===== src/rtl/mem_access_ctrl_pkg.sv =====
`default_nettype none
// ============================================================================
// Module   : mem_access_ctrl_pkg
// Brief    : Shared definitions for the MEM-stage data-memory initiator:
//            load/store op encodings, controller states, lane constants.
// Revision : 1.0 - initial release
// ============================================================================
package mem_access_ctrl_pkg;

  // Load/store operation encoding carried on req_op
  typedef enum logic [2:0] {
    OP_LW  = 3'b000,
    OP_LH  = 3'b001,
    OP_LHU = 3'b010,
    OP_LB  = 3'b011,
    OP_LBU = 3'b100,
    OP_SW  = 3'b101,
    OP_SH  = 3'b110,
    OP_SB  = 3'b111
  } mem_op_e;

  // Controller states
  typedef enum logic [2:0] {
    S_IDLE      = 3'd0,
    S_RD        = 3'd1,
    S_WR_SETUP  = 3'd2,
    S_WR_STROBE = 3'd3,
    S_WR_HOLD   = 3'd4,
    S_DONE      = 3'd5
  } state_e;

  // Big-endian lane numbering: lane 0 is the most significant byte
  localparam int unsigned C_BYTE_W   = 8;
  localparam int unsigned C_WORD_W   = 32;
  localparam logic [1:0]  C_LANE_MSB = 2'd0;
  localparam logic [1:0]  C_LANE_LSB = 2'd3;

  // Loads are every op that is not a store
  function automatic logic is_load(input mem_op_e op);
    return (op != OP_SW) && (op != OP_SH) && (op != OP_SB);
  endfunction

  // Words need lane 0; halfwords need an even lane; bytes are always aligned
  function automatic logic is_misaligned(input mem_op_e op, input logic [1:0] lane);
    logic r;
    r = 1'b0;
    case (op)
      OP_LW, OP_SW:         r = (lane != 2'b00);
      OP_LH, OP_LHU, OP_SH: r = lane[0];
      default:              r = 1'b0;
    endcase
    return r;
  endfunction

endpackage
`default_nettype wire


===== src/rtl/mem_access_ctrl_load_extract.sv =====
`default_nettype none
// ============================================================================
// Module   : load_extract
// Brief    : Selects the addressed byte/halfword lane of a memory word
//            (big-endian) and sign- or zero-extends it to 32 bits.
// Revision : 1.0 - initial release
// ============================================================================
module load_extract
  import mem_access_ctrl_pkg::*;
(
  input  mem_op_e     op,
  input  logic [1:0]  lane,
  input  logic [31:0] word,
  output logic [31:0] data
);

  logic [7:0]  w_byte;
  logic [15:0] w_half;

  // Lane select followed by extension chosen by the op
  always_comb begin
    w_byte = word[7:0];
    case (lane)
      C_LANE_MSB: w_byte = word[31:24];
      2'd1:       w_byte = word[23:16];
      2'd2:       w_byte = word[15:8];
      C_LANE_LSB: w_byte = word[7:0];
      default:    w_byte = word[7:0];
    endcase
    w_half = lane[1] ? word[15:0] : word[31:16];

    data = word;
    case (op)
      OP_LH:   data = {{16{w_half[15]}}, w_half};
      OP_LHU:  data = {16'h0000, w_half};
      OP_LB:   data = {{24{w_byte[7]}}, w_byte};
      OP_LBU:  data = {24'h000000, w_byte};
      default: data = word;
    endcase
  end

endmodule
`default_nettype wire


===== src/rtl/mem_access_ctrl.sv =====
`default_nettype none
// ============================================================================
// Module   : mem_access_ctrl
// Brief    : MEM-stage initiator for the word-organised data memory. Takes one
//            load/store per handshake, performs read-modify-write for sub-word
//            stores, returns extended load data with its rd tag, and stalls
//            upstream while busy.
// Revision : 1.0 - initial release
// ============================================================================
module mem_access_ctrl
  import mem_access_ctrl_pkg::*;
#(
  parameter int AW     = 7,
  parameter int RD_LAT = 1
) (
  input  logic        clk,
  input  logic        rst_n,
  input  logic        req_valid,
  output logic        req_ready,
  input  logic [2:0]  req_op,
  input  logic [31:0] req_addr,
  input  logic [31:0] req_wdata,
  input  logic [4:0]  req_rd,
  output logic        mem_read,
  output logic        mem_write,
  output logic [31:0] mem_address,
  output logic [31:0] mem_write_data,
  input  logic [31:0] mem_read_data,
  output logic        wb_valid,
  output logic [31:0] wb_data,
  output logic [4:0]  wb_rd,
  output logic        stall,
  output logic        misalign_err
);

  localparam int         CW        = (RD_LAT > 1) ? $clog2(RD_LAT) : 1;
  localparam logic [CW-1:0] C_RD_LAST = CW'(RD_LAT - 1);

  state_e          r_state, w_state_next;
  mem_op_e         r_op;
  logic [AW+1:0]   r_addr;
  logic [31:0]     r_wdata;
  logic [4:0]      r_rd;
  logic            r_err;
  logic [CW-1:0]   r_rd_cnt;
  logic [31:0]     r_wb_data;
  logic [4:0]      r_wb_rd;

  mem_op_e         w_req_op;
  logic            w_accept;
  logic            w_rd_last;
  logic [31:0]     w_load_data;
  logic [31:0]     w_merged;
  logic            w_unused_addr;

  assign w_req_op  = mem_op_e'(req_op);
  assign w_accept  = req_valid && (r_state == S_IDLE);
  assign w_rd_last = (r_rd_cnt == C_RD_LAST);

  // High address bits beyond the memory size wrap and are deliberately dropped
  assign w_unused_addr = &{1'b0, req_addr[31:AW+2]};

  assign mem_address    = {{(32-AW){1'b0}}, r_addr[AW+1:2]};
  assign mem_write_data = r_wdata;
  assign wb_data        = r_wb_data;
  assign wb_rd          = r_wb_rd;

  load_extract u_load_extract (
    .op   (r_op),
    .lane (r_addr[1:0]),
    .word (mem_read_data),
    .data (w_load_data)
  );

  // Insert the new store data into the addressed lane of the word just read
  always_comb begin
    w_merged = mem_read_data;
    if (r_op == OP_SH) begin
      if (r_addr[1]) w_merged[15:0]  = r_wdata[15:0];
      else           w_merged[31:16] = r_wdata[15:0];
    end else begin
      case (r_addr[1:0])
        2'd0:    w_merged[31:24] = r_wdata[7:0];
        2'd1:    w_merged[23:16] = r_wdata[7:0];
        2'd2:    w_merged[15:8]  = r_wdata[7:0];
        default: w_merged[7:0]   = r_wdata[7:0];
      endcase
    end
  end

  // State register; reset aborts any access immediately
  always_ff @(posedge clk or negedge rst_n) begin
    if (!rst_n) r_state <= S_IDLE;
    else        r_state <= w_state_next;
  end

  // Next-state and strobe decode; strobes come straight from state so a
  // reset removes mem_write without waiting for a clock
  always_comb begin
    w_state_next = r_state;
    req_ready    = 1'b0;
    stall        = 1'b1;
    mem_read     = 1'b0;
    mem_write    = 1'b0;
    wb_valid     = 1'b0;
    misalign_err = 1'b0;
    case (r_state)
      S_IDLE: begin
        req_ready = 1'b1;
        stall     = 1'b0;
        if (w_accept) begin
          if (is_misaligned(w_req_op, req_addr[1:0])) w_state_next = S_DONE;
          else if (w_req_op == OP_SW)                 w_state_next = S_WR_SETUP;
          else                                        w_state_next = S_RD;
        end
      end
      S_RD: begin
        mem_read = 1'b1;
        if (w_rd_last) w_state_next = is_load(r_op) ? S_DONE : S_WR_SETUP;
      end
      S_WR_SETUP:  w_state_next = S_WR_STROBE;
      S_WR_STROBE: begin
        mem_write    = 1'b1;
        w_state_next = S_WR_HOLD;
      end
      S_WR_HOLD:   w_state_next = S_DONE;
      S_DONE: begin
        // A dropped misaligned request reports an error instead of completing
        wb_valid     = !r_err;
        misalign_err = r_err;
        w_state_next = S_IDLE;
      end
      default: w_state_next = S_IDLE;
    endcase
  end

  // Request capture, read-latency count, store merge and write-back registers
  always_ff @(posedge clk or negedge rst_n) begin
    if (!rst_n) begin
      r_op      <= OP_LW;
      r_addr    <= '0;
      r_wdata   <= '0;
      r_rd      <= '0;
      r_err     <= 1'b0;
      r_rd_cnt  <= '0;
      r_wb_data <= '0;
      r_wb_rd   <= '0;
    end else begin
      if (w_accept) begin
        r_op     <= w_req_op;
        r_addr   <= req_addr[AW+1:0];
        r_wdata  <= req_wdata;
        r_rd     <= req_rd;
        r_err    <= is_misaligned(w_req_op, req_addr[1:0]);
        r_rd_cnt <= '0;
      end
      if (r_state == S_RD) begin
        if (!w_rd_last) begin
          r_rd_cnt <= r_rd_cnt + 1'b1;
        end else if (is_load(r_op)) begin
          r_wb_data <= w_load_data;
          r_wb_rd   <= r_rd;
        end else begin
          r_wdata <= w_merged;
        end
      end
      if (r_state == S_WR_HOLD) begin
        r_wb_data <= '0;
        r_wb_rd   <= '0;
      end
    end
  end

endmodule
`default_nettype wire

===== config.mk =====
export PLATFORM = sky130hd
export DESIGN_NAME = mem_access_ctrl
export DESIGN_NICKNAME = d
export VERILOG_FILES = /design/src/rtl/mem_access_ctrl_pkg.sv /design/src/rtl/mem_access_ctrl_load_extract.sv /design/src/rtl/mem_access_ctrl.sv
export SDC_FILE = /design/constraint.sdc
export NUM_CORES = 1
export LEC_CHECK = 0
export BUFFER_PORTS_ARGS = -buffer_cell sky130_fd_sc_hd__clkbuf_2
export CORE_MARGIN = 2
export CORE_UTILIZATION = 27
export CTS_CLUSTER_SIZE = 16
export DETAILED_ROUTE_END_ITERATION = 12
export GPL_TIMING_DRIVEN = 0
export MAX_ROUTING_LAYER = met4
export PLACE_DENSITY = 0.58
export SKIP_LAST_GASP = 1
export SYNTH_ARGS = -nofsm -noshare
export SYNTH_HDL_FRONTEND = slang
export SYNTH_SLANG_ARGS = --single-unit

===== constraint.sdc =====
create_clock -name clk -period 2.3 [get_ports clk]
set_input_delay 0.115 -clock clk [delete_from_list [all_inputs] [get_ports clk]]
set_output_delay 0.115 -clock clk [all_outputs]
set_load 0.02 [all_outputs]

# [Yosys cells after proc, flatten, opt, wreduce, memory -nomap -nowiden]
# Cells that the tools add are included.
# Widths: inputs -> output; s select.
[op_classes] n_addsub=1 eq_ne=25 muxes=40 reduce_logical=16
[op_table] op="$mux 32" n=9
[op_table] op="$pmux 32 s4" n=1
[op_table] op="$mux 16" n=3
[op_table] op="$mux 8" n=4
[op_table] op="$pmux 8 s4" n=1
[op_table] op="$mux 5" n=4
[op_table] op="$eq 3x3->1 const B" n=6
[op_table] op="$eq 3x2->1 const B" n=5
[op_table] op="$pmux 3 s5" n=1
[op_table] op="$mux 3" n=4
[op_table] op="$mux 1" n=11
[op_table] op="$ne 5x5->1 const B" n=2
[op_table] op="$eq 3x1->1 const B" n=3
[op_table] op="$ne 3x3->1 const B" n=3
[op_table] op="$logic_not 3->1" n=2
[op_table] op="$reduce_bool 2->1" n=3
[op_table] op="$reduce_or 3->1" n=2
[op_table] op="$eq 2x2->1 const B" n=2
[op_table] op="$ne 2x2->1 const B" n=2
[op_table] op="$reduce_and 2->1" n=2
[op_table] op="$logic_and 1x1->1" n=3
[op_table] op="$reduce_and 3->1" n=1
[op_table] op="$eq 2x1->1 const B" n=1
[op_table] op="$logic_not 2->1" n=1
[op_table] op="6 further kinds" n=6
[word_totals] register_bits=91 inputBits=107 output_inout_bits=107 wordCells=93

# [Logic depth before layout (Yosys ltp)]
# Gate-level depths: netlist of run 1.
[depth] word_depth=8 mapped_depth=7 ltp_nobuf=4

# [Cells and area by module]
# From an unflattened synthesis of run 1, not the netlist that was laid out.
[unflattened] hier_cells=591 area_unflattened_um2=5430.2
[modules_own_cells] module="mem_access_ctrl" n_inst=1 cells_per_inst=448 area_each_um2=4431.8 seq_area_each_um2=2277.2
[modules_own_cells] module="load_extract" n_inst=1 cells_per_inst=143 area_each_um2=998.5 seq_area_each_um2=0.0

# [Worst setup path before layout of run 1]
# Ideal clock, no wire load.
[synth_path] kind="reg2reg" start="reg r_state[2]" end="reg r_wdata[23] (netlist: mem_write_data[23])" setup_time_ns=0.126 arrival_time_ns=1.724 required_ns=2.174 path_slack_ns=0.450 path_stages_with_launch=8 path_buffers=3 synth_period_minus_slack_ns=1.850 cell_sequence="dfrtp_1 > buf_6 > or4b_1 > buf_6 > nor2_8 > buf_6 > a21oi_1 > a221o_1"
[synth_between] elab_chain_cells=6 elab_cells_between_ends=7 cone_classes="1 x eq/ne; 4 x mux; 2 x reduce/logical"
[synth_rtl] element="start: declaration" line_no="mem_access_ctrl.sv:39" source="state_e r_state, w_state_next;"
[synth_rtl] element="start signal: assignment" line_no="mem_access_ctrl.sv:94" source="else r_state <= w_state_next;"
[synth_rtl] element="$logic_not 3->1" line_no="mem_access_ctrl.sv:57" source="assign w_accept = req_valid && (r_state == S_IDLE);"
[synth_rtl] element="$logic_and 1x1->1" line_no="mem_access_ctrl.sv:57"
[synth_rtl] element="$mux 32" line_no="mem_access_ctrl.sv:149" source="if (w_accept) begin"
[synth_rtl] element="$mux 32" line_no="mem_access_ctrl.sv:160" source="end else if (is_load(r_op)) begin"
[synth_rtl] element="$mux 32" line_no="mem_access_ctrl.sv:158" source="if (!w_rd_last) begin"
[synth_rtl] element="$mux 32 (*)" line_no="mem_access_ctrl.sv:157" source="if (r_state == S_RD) begin"
[synth_rtl] element="end signal: assignment" line_no="mem_access_ctrl.sv:152" source="r_wdata <= req_wdata;"
[synth_rtl] element="end signal: assignment" line_no="mem_access_ctrl.sv:164" source="r_wdata <= w_merged;"
[synth_rtl] element="end: declaration" line_no="mem_access_ctrl.sv:42" source="logic [31:0] r_wdata;"
# Every way passes the cells marked *; elsewhere a longest branch is shown, timed or not.
# A chain may end at the register's enable or synchronous reset.

# [Final worst setup path of run 1]
[layout_path] start="reg r_state[1]" end="reg r_wdata[23] (netlist: mem_write_data[23])"
# Same word-level chain as after synthesis.

==> flow_summary.ini, run 1 <==
[synthesis]
synth_top_area_share_pct = 43.5
yosys_register_bits = 91
yosysWarnings = 0
syn_area_um2 = 5240
ys_types = 57
netlist_top_cells_area = dfrtp_1, mux2i_1, nand2_1, buf_4, o21ai_0
synth_top_cell_by_area = dfrtp_1
synth-seq-area-share_pct = 43.5
ys.flop_type = dfrtp_1
syn-instance-count = 551
async_reset_ff_share_pct = 100
synth_edf_count = 0
avgSynthCellArea_um2 = 9.51

[clocking]
cts.clk_slew.worst_paths_ns = 0.06
h-tree-depth = 3
clock_path_buffers = 2
cts_tree = yes
clk_latency_ns = 0.36
cts_buffers = 9
clock-sinks = 91
root_buffer = clkbuf_16

[floorplanning]
core_area_um2 = 18900
die_height_um = 143
ios = 214
die-area_um2 = 20500
core.rowCount = 50
initial_utilization_pct = 27.7
die_x_um = 143

[detailed_routing]
drt_iter0_markers = 361
drt_wl_total_um = 19500
ant_nets = 0
drc = 0
dr_total_vias = 5010
dr.pass1.iters = 5
wl_per_cell_um = 18.8
viasPerCell = 4.85

[sta]
finalMaxSlewViolations = 0
fin_ws_ns = 0.137
clock_skew_ns = 0.00753
fmax_mhz = 462
period_share_pct = 94.1
tightest_slew_ns = 0.733
rsz0062_at_grt = no
finalSetupViolations = 0
finalHoldViolCount = 0
slew_headroom_pct = 51.1
fin_hold_ws_ns = 0.0181
timing.final.crit_period_ns = 2.16
setup_tns_ns = 0

[critical_path]
slowest_stage = nor3_2
crit_chain = buf_6 > nor4b_4 > nand2_1 > nor3_2 > a221o_1
cp_max_fo = 10
required_ns = 2.59
ff2ff_path_depth = 5
cpPeakStageDelay_ns = 0.57
worstSetupStartpointType = register
crit_type = reg2reg
regToRegEndpoint = mem_write_data[23]$_DFF_PN0_
arrival_ns = 2.45
r2r_slack_ns = 0.14
path_buf_inv = 1
cp-end-kind = register
rr_startpoint = r_state[1]$_DFFE_PN0P_
cp_top_family = simple AND/OR/NAND/NOR gates

[global_route]
groute.usage.overall_pct = 19.4
grt_overflow = 0
antenna_found_initial = 1
grt_start_max_net_pins = 50
grt_pass1_wl_um = 29100
grt_pass1_vias = 4967

[min_path]
hold_depth = 3
min_path_type = in2reg
hold_end = r_addr[1]$_DFFE_PN0N_
hp-start = req_addr[1]

[cells_and_area]
stdcell_count = 1034
fin_nets = 875
final_common_cell = clkbuf_2
drive_above_1_share_pct = 34.9
final_cell_mix = clkbuf_2, nand2_1, dfrtp_1, mux2i_1, buf_4
syn_to_final_growth_pct = 32.7

[place]
port_buffers = 165
gp_congestion = 0.928
hpwlAfterDp_um = 14600
placed_cells = 1001
preCtsSetupSlack_ns = -0.0827

[job]
maxCapViolations = 0

[power_and_ir_drop]
ir_worst_vdd_mv = 0.526
leakage_uw = 0.00350
powerDensity_nw_per_um2 = 1470

[status]
status = completed
==> cell families (layout without fill, tap and decap cells) <==
logic type,count (synthesis),after routing,synth area share (%)
AO/OA/AOI/OAI,159,159,22.3
XOR/XNOR,1,1,0.167
buffers and inverters,84,282,9.22
flip-flops,91,91,43.5
multiplexers,49,49,9.79
other,1,26,0.0716
AND/OR/NAND/NOR,166,166,15.0
==> cell type report <==
type	instances	area (µm²)
timing repair buffer	182	1010
buffer	66	418
fill	1995	11900
sequential	91	2280
clock buffer	10	229
multi-input combinational	400	2580
inverter	18	67.6
antenna	1	2.50
tap	260	325
clock inverter	6	48.8
==> routing by layer <==
| metal | global-route usage [%] | share of wire (%) | up-vias |
|---|---|---|---|
| li1 | - | - | 2369 |
| met1 | 24.7 | 43 | 2383 |
| met2 | 31.0 | 47 | 227 |
| met3 | 4.07 | 7.7 | 31 |
| met4 | 6.60 | 2.6 | 0 |
| met5 | - | 0 | - |
==> Yosys cell counts (all sizes together) (2+ instances only) <==
cell type	instances
a211oi	10
a21oi	21
a221o	11
a221oi	7
a22o	12
a2bb2oi	2
and2	3
and4	2
buf	50
clkbuf	16
dfrtp	91
inv	18
mux2	8
mux2i	40
nand2	101
nand2b	2
nand3b	2
nor2	35
nor2b	4
nor3	6
nor4b	3
o21ai	42
o21bai	8
o221a	8
o221ai	9
o22a	8
o22ai	15
or4b	2
==> report_power, final <==
part	total, µW	switching (µW)	internal [µW]
clock network	1430	683	745
logic	5970	3720	2250
registers	2820	515	2310
total	10200	4920	5300
==> through the flow <==
stage | utilization (%) | instance area [µm²] | total power, µW
global placement | 34.3 | 6480 | 8670
finish | 36.8 | 6960 | 10200
global route | 36.8 | 6960 | 11000
floorplan | - | 5330 | 6850
CTS | 36.6 | 6920 | 10200
detailed placement | 34.5 | 6510 | 8730
==> worst min-delay path, delay by kind of cell <==
kind                   cells  cell delay, ns
buffers and inverters      1            0.10
AND/OR/NAND/NOR            2            0.12
==> what timing repair did <==
| action | in CTS | in global routing |
|---|---|---|
| hold buffers | 13 | 0 |
| setup endpoints to repair | 11 | 38 |
| hold endpoints to repair | 60 | 0 |
| gates resized for setup | 1 | 5 |
| pin swaps | 0 | 2 |
| buffers inserted | 0 | 3 |
==> worst max-delay path by stage <==
stage / cells past startpoint / to / slack, ns / startpoint
after floorplan: 7 / mem_write_data[23]$_DFF_PN0_ / 0.45 / r_state[2]$_DFFE_PN0P_
after global placement: 1 / r_addr[5]$_DFFE_PN0N_ / -0.14 / rst_n
after detailed placement: 6 / mem_write_data[23]$_DFF_PN0_ / -0.08 / r_state[1]$_DFFE_PN0P_
after CTS: 5 / mem_write_data[10]$_DFFE_PN0P_ / 0.04 / r_state[1]$_DFFE_PN0P_
after global routing: 5 / mem_write_data[23]$_DFF_PN0_ / 0.01 / r_state[1]$_DFFE_PN0P_
final: 5 / mem_write_data[23]$_DFF_PN0_ / 0.14 / r_state[1]$_DFFE_PN0P_
==> registers in the layout, summed over array words and instances (netlist names) <==
signal and count:
r_rd 5, wb_data 32, r_op 3, r_state 3, r_err 1, wb_rd 5
r_rd_cnt 1, mem_write_data 32, r_addr 9
Power figures use the tool's default switching activity.
==> run 2, diff against run 1 <==
- clock period: 2.3 -> 2.5 ns (I/O delays scaled with it)
==> run 2 against run 1 <==
Compared with the run above: fmax decreased by 3.5%; first-iteration DRC count increased by 8.6%; global-route usage unchanged; clock power decreased by 8%; cell area decreased by 0.27%; core utilization decreased by 0.099 points; combinational power decreased by 8.7%; flip-flop and latch count unchanged; hold slack improved by 0.012 ns; die area unchanged; critical path type unchanged; largest cell class unchanged.
==> flow_summary.ini, run 2 (synthesis gave the netlist of run 1 again) <==
[sta]
fin_ws_ns = 0.258
slew_headroom_pct = 42.3
timing.final.crit_period_ns = 2.24
fin_hold_ws_ns = 0.0302
clock_skew_ns = 0.00957
rsz0062_at_grt = no
finalMaxSlewViolations = 0
fmax_mhz = 446
finalSetupViolations = 0
finalHoldViolCount = 0
setup_tns_ns = 0
tightest_slew_ns = 0.866
period_share_pct = 89.7

[status]
status = completed

[critical_path]
cpPeakStageDelay_ns = 0.69
worstSetupStartpointType = register
cp_top_family = compound AO/OA/AOI/OAI gates
path_buf_inv = 1
crit_type = reg2reg
crit_chain = buf_6 > nor4b_4 > nand2_1 > a21oi_1 > a221o_1
arrival_ns = 2.53
cp_max_fo = 10
rr_startpoint = r_state[1]$_DFFE_PN0P_
regToRegEndpoint = mem_write_data[23]$_DFF_PN0_
ff2ff_path_depth = 5
cp-end-kind = register
required_ns = 2.78
slowest_stage = a21oi_1
r2r_slack_ns = 0.26

[cells_and_area]
fill_cells = 1998
fin_nets = 874
final_util_pct = 36.7
final_cell_mix = clkbuf_2, nand2_1, dfrtp_1, mux2i_1, buf_4
final_common_cell = clkbuf_2
syn_to_final_growth_pct = 32.4
drive_above_1_share_pct = 34.2

[min_path]
hold_depth = 3
hold_end = r_addr[1]$_DFFE_PN0N_
hp-start = req_addr[1]
min_path_type = in2reg

[power_and_ir_drop]
power_uw = 9360
powerDensity_nw_per_um2 = 1350
clkPwrFrac_pct = 14.0
p_sw_uw = 4510
p_comb_share_pct = 58.2
ir_worst_vdd_mv = 0.484
leakage_uw = 0.00349
p_seq_share_pct = 27.8
internal_power_uw = 4850
swShare_pct = 48.2

[floorplanning]
core.rowCount = 50
die_height_um = 143
initial_utilization_pct = 27.7
die_x_um = 143
die-area_um2 = 20500
core_area_um2 = 18900
ios = 214

[global_route]
grt_overflow = 0
grt_pass1_wl_um = 29100
grt_pass1_vias = 4967
grt_start_max_net_pins = 50
groute.usage.overall_pct = 19.4
antenna_found_initial = 1

[detailed_routing]
drt_iter0_markers = 392
dr.pass1.iters = 5
dr_total_vias = 5037
drt_wl_total_um = 19300
wl_per_cell_um = 18.7
ant_nets = 0
viasPerCell = 4.88
drc = 0

[place]
gp_congestion = 0.928
port_buffers = 165
preCtsSetupSlack_ns = 0.117
hpwlAfterDp_um = 14600

[clocking]
cts-resized-gates = 0
cts_tree = yes
clock-sinks = 91
cts.clk_slew.worst_paths_ns = 0.06
root_buffer = clkbuf_16
clk_latency_ns = 0.36
cts_buffers = 9
clock_path_buffers = 2
h-tree-depth = 3

[job]
maxCapViolations = 0
-- run 2: changes by cell type in the layout (fill, tap and decap cells not counted), sizes merged --
cell	previous run	this run
buf	54	53
-- run 2: stage by stage --
step	instance area [µm²]	std cells
2_1_floorplan	5330	575
3_3_place_gp	6480	1000
3_5_place_dp	6510	1001
4_1_cts	6920	1030
5_1_grt	6940	1033
6_report	6940	1033
-- run 2: how the worst max path moves through the flow --
stage / start / endpoint / slack, ns / depth (start not counted)
5_1_grt: r_state[1]$_DFFE_PN0P_ / mem_write_data[23]$_DFF_PN0_ / 0.09 / 5
6_report: r_state[1]$_DFFE_PN0P_ / mem_write_data[23]$_DFF_PN0_ / 0.26 / 5
4_1_cts: r_state[1]$_DFFE_PN0P_ / mem_write_data[23]$_DFF_PN0_ / 0.1 / 6
3_3_place_gp: rst_n / r_addr[5]$_DFFE_PN0N_ / 0.05 / 1
2_1_floorplan: r_state[2]$_DFFE_PN0P_ / mem_write_data[23]$_DFF_PN0_ / 0.65 / 7
3_5_place_dp: r_state[1]$_DFFE_PN0P_ / mem_write_data[23]$_DFF_PN0_ / 0.12 / 6
-- run 2: tightest hold or removal path, stage by stage --
cell      delay [ns]
clkbuf_2        0.10
nand2_1         0.07
nand2_1         0.05
-- run 2: timing repair --
action                                  in CTS  in global routing
endpoints found under the setup margin       0                 11
endpoints found under the hold margin       60                  0
hold buffers                                13                  0
buffers inserted                             0                  2
-- run 2: power by group through the flow --
stage | registers [µW] | logic [µW] | clock network (µW)
floorplan | 3060 | 3240 | 0
global placement | 2610 | 5370 | 0
detailed placement | 2620 | 5410 | 0
CTS | 2590 | 5450 | 1360
global route | 2680 | 5970 | 1410
finish | 2600 | 5450 | 1310
-- run 2: final cells by class --
type,instances,area (µm²),share of cell area (%)
Multi-Input combinational cell,400,2570,37.0
Sequential cell,91,2280,32.8
Timing Repair Buffer,181,1000,14.4
Buffer,66,415,5.99
Tap cell,260,325,4.69
Clock buffer,10,229,3.30
Inverter,18,67.6,0.974
Clock inverter,6,48.8,0.703
Antenna cell,1,2.50,0.0361
-- run 2: metal layers --
metal	GRT usage [%]	vias to the layer above	share of wire [%]
met5	-	-	0
met4	6.60	0	2.8
met3	4.07	35	7.2
met2	31.0	233	47
met1	24.7	2403	43
li1	-	2366	-
==> run 3, diff against run 2 <==
- CORE_UTILIZATION: 27 -> 40
- PLACE_DENSITY: 0.58 -> 0.76
==> run 3 against run 2 <==
Compared with the run above: first-iteration DRC count down 11%; cell area down 1.5%; critical path depth unchanged; cell count down 8.9%; clock power up 7%; routed wire length down 11%; highest routed layer unchanged.
==> flow_summary.ini, run 3 (synthesis gave the netlist of run 1 again) <==
[critical_path]
cp-end-kind = register
worstSetupStartpointType = register
cp_max_fo = 10
arrival_ns = 2.54
crit_type = reg2reg
required_ns = 2.78

[floorplanning]
ios = 214
die_height_um = 118
die-area_um2 = 14000
core.rowCount = 41
core_area_um2 = 12700
initial_utilization_pct = 41.2
die_x_um = 118

[status]
status = completed

[place]
port_buffers = 165
hpwlAfterDp_um = 13000
preCtsSetupSlack_ns = 0.317
dpl_cell_area_um2 = 6400
gp_congestion = 1.01

[cells_and_area]
syn_to_final_growth_pct = 30.4
num_antenna_cells = 0
drive_above_1_share_pct = 34.1
design_area_um2 = 6830
final_cell_mix = clkbuf_2, nand2_1, dfrtp_1, mux2i_1, buf_4
fin_nets = 872
final_common_cell = clkbuf_2

[sta]
fmax_mhz = 443
tightest_slew_ns = 0.893
setup_tns_ns = 0
clock_skew_ns = 0.0124
finalHoldViolCount = 0
timing.final.crit_period_ns = 2.26
finalMaxSlewViolations = 0
rsz0062_at_grt = no
fin_ws_ns = 0.244
finalSetupViolations = 0
period_share_pct = 90.2
fin_hold_ws_ns = 0.0223
slew_headroom_pct = 40.5

[power_and_ir_drop]
powerDensity_nw_per_um2 = 1370
leakage_uw = 0.00349
power_uw = 9370
ir_worst_vdd_mv = 0.600

[detailed_routing]
wl_per_cell_um = 18.2
drt_wl_total_um = 17200
dr.pass1.iters = 5
drt_iter0_markers = 349
drc = 0
ant_nets = 0
dr_total_vias = 5113
viasPerCell = 5.43

[min_path]
min_path_type = in2reg

[clocking]
h-tree-depth = 3
clock_path_buffers = 2
cts.clk_slew.worst_paths_ns = 0.07
cts_buffers = 9
clock-sinks = 91
cts_tree = yes
root_buffer = clkbuf_16
clk_latency_ns = 0.36

[global_route]
grt_pass1_wl_um = 27300
antenna_found_initial = 0
grt_pass1_vias = 5057
grt_overflow = 0
groute.usage.overall_pct = 25.7
grt_start_max_net_pins = 52

[job]
maxCapViolations = 0
[run 3: changes by cell type in the layout (fill, tap and decap cells not counted), sizes merged]
| cell | before | now |
|---|---|---|
| inv | 20 | 19 |
| buf | 53 | 51 |
| diode | 1 | 0 |
| bufinv | 0 | 1 |
| clkinvlp | 2 | 1 |
[run 3: critical path: stages (launching register included)]
cell     delay [ns]
dfrtp_1        0.39
buf_6          0.15
nor4b_4        0.48
nand2_1        0.16
a21oi_1        0.72
a221o_1        0.28
[run 3: routing by layer]
metal	wire (µm)	vias to the layer above	GRT usage, %
li1	-	2360	-
met5	0	-	-
met3	1480	42	5.36
met4	448	0	8.85
met2	8190	284	41.1
met1	7040	2427	32.5
[run 3: timing repair]
action	in CTS	in global routing
hold buffers	13	0
gates resized for setup	0	0
endpoints found under the hold margin	52	0
buffers inserted	0	0
[run 3: worst paths after layout]
check / from / to / slack, ns / depth (start not counted)
worst max-delay path: r_state[1]$_DFFE_PN0P_ / mem_write_data[23]$_DFF_PN0_ / 0.24 / 5
worst min-delay path: req_wdata[9] / mem_write_data[9]$_DFFE_PN0P_ / 0.02 / 3
worst max register to register: r_state[1]$_DFFE_PN0P_ / mem_write_data[23]$_DFF_PN0_ / 0.24 / 5
worst min register to register: r_rd[4]$_DFFE_PN0N_ / r_rd[4]$_DFFE_PN0N_ / 0.48 / 2
max in group asynchronous: rst_n / mem_write_data[7]$_DFFE_PN0P_ / 1.48 / 3
min in group asynchronous: rst_n / wb_data[18]$_DFFE_PN0P_ / 0.35 / 2
[run 3: cell type report]
class,instances,area (µm²)
Buffer,66,415
Clock buffer,10,239
Clock inverter,5,62.6
Fill cell,1190,5890
Inverter,18,67.6
Multi-Input combinational cell,400,2570
Sequential cell,91,2280
Tap cell,172,215
Timing Repair Buffer,179,986
[run 3: where the power goes]
group | switching, µW | total, µW | leakage, µW | internal [µW]
logic | 3340 | 5370 | 0.00222 | 2030
clock network | 599 | 1400 | 0.000146 | 803
registers | 476 | 2600 | 0.00113 | 2120
[run 3: stage by stage]
step | cells | util [%]
after floorplan | 575 | -
after CTS | 941 | 53.7
after global routing | 941 | 53.7
final | 941 | 53.7
after detailed placement | 913 | 50.3
after global placement | 912 | 50.1
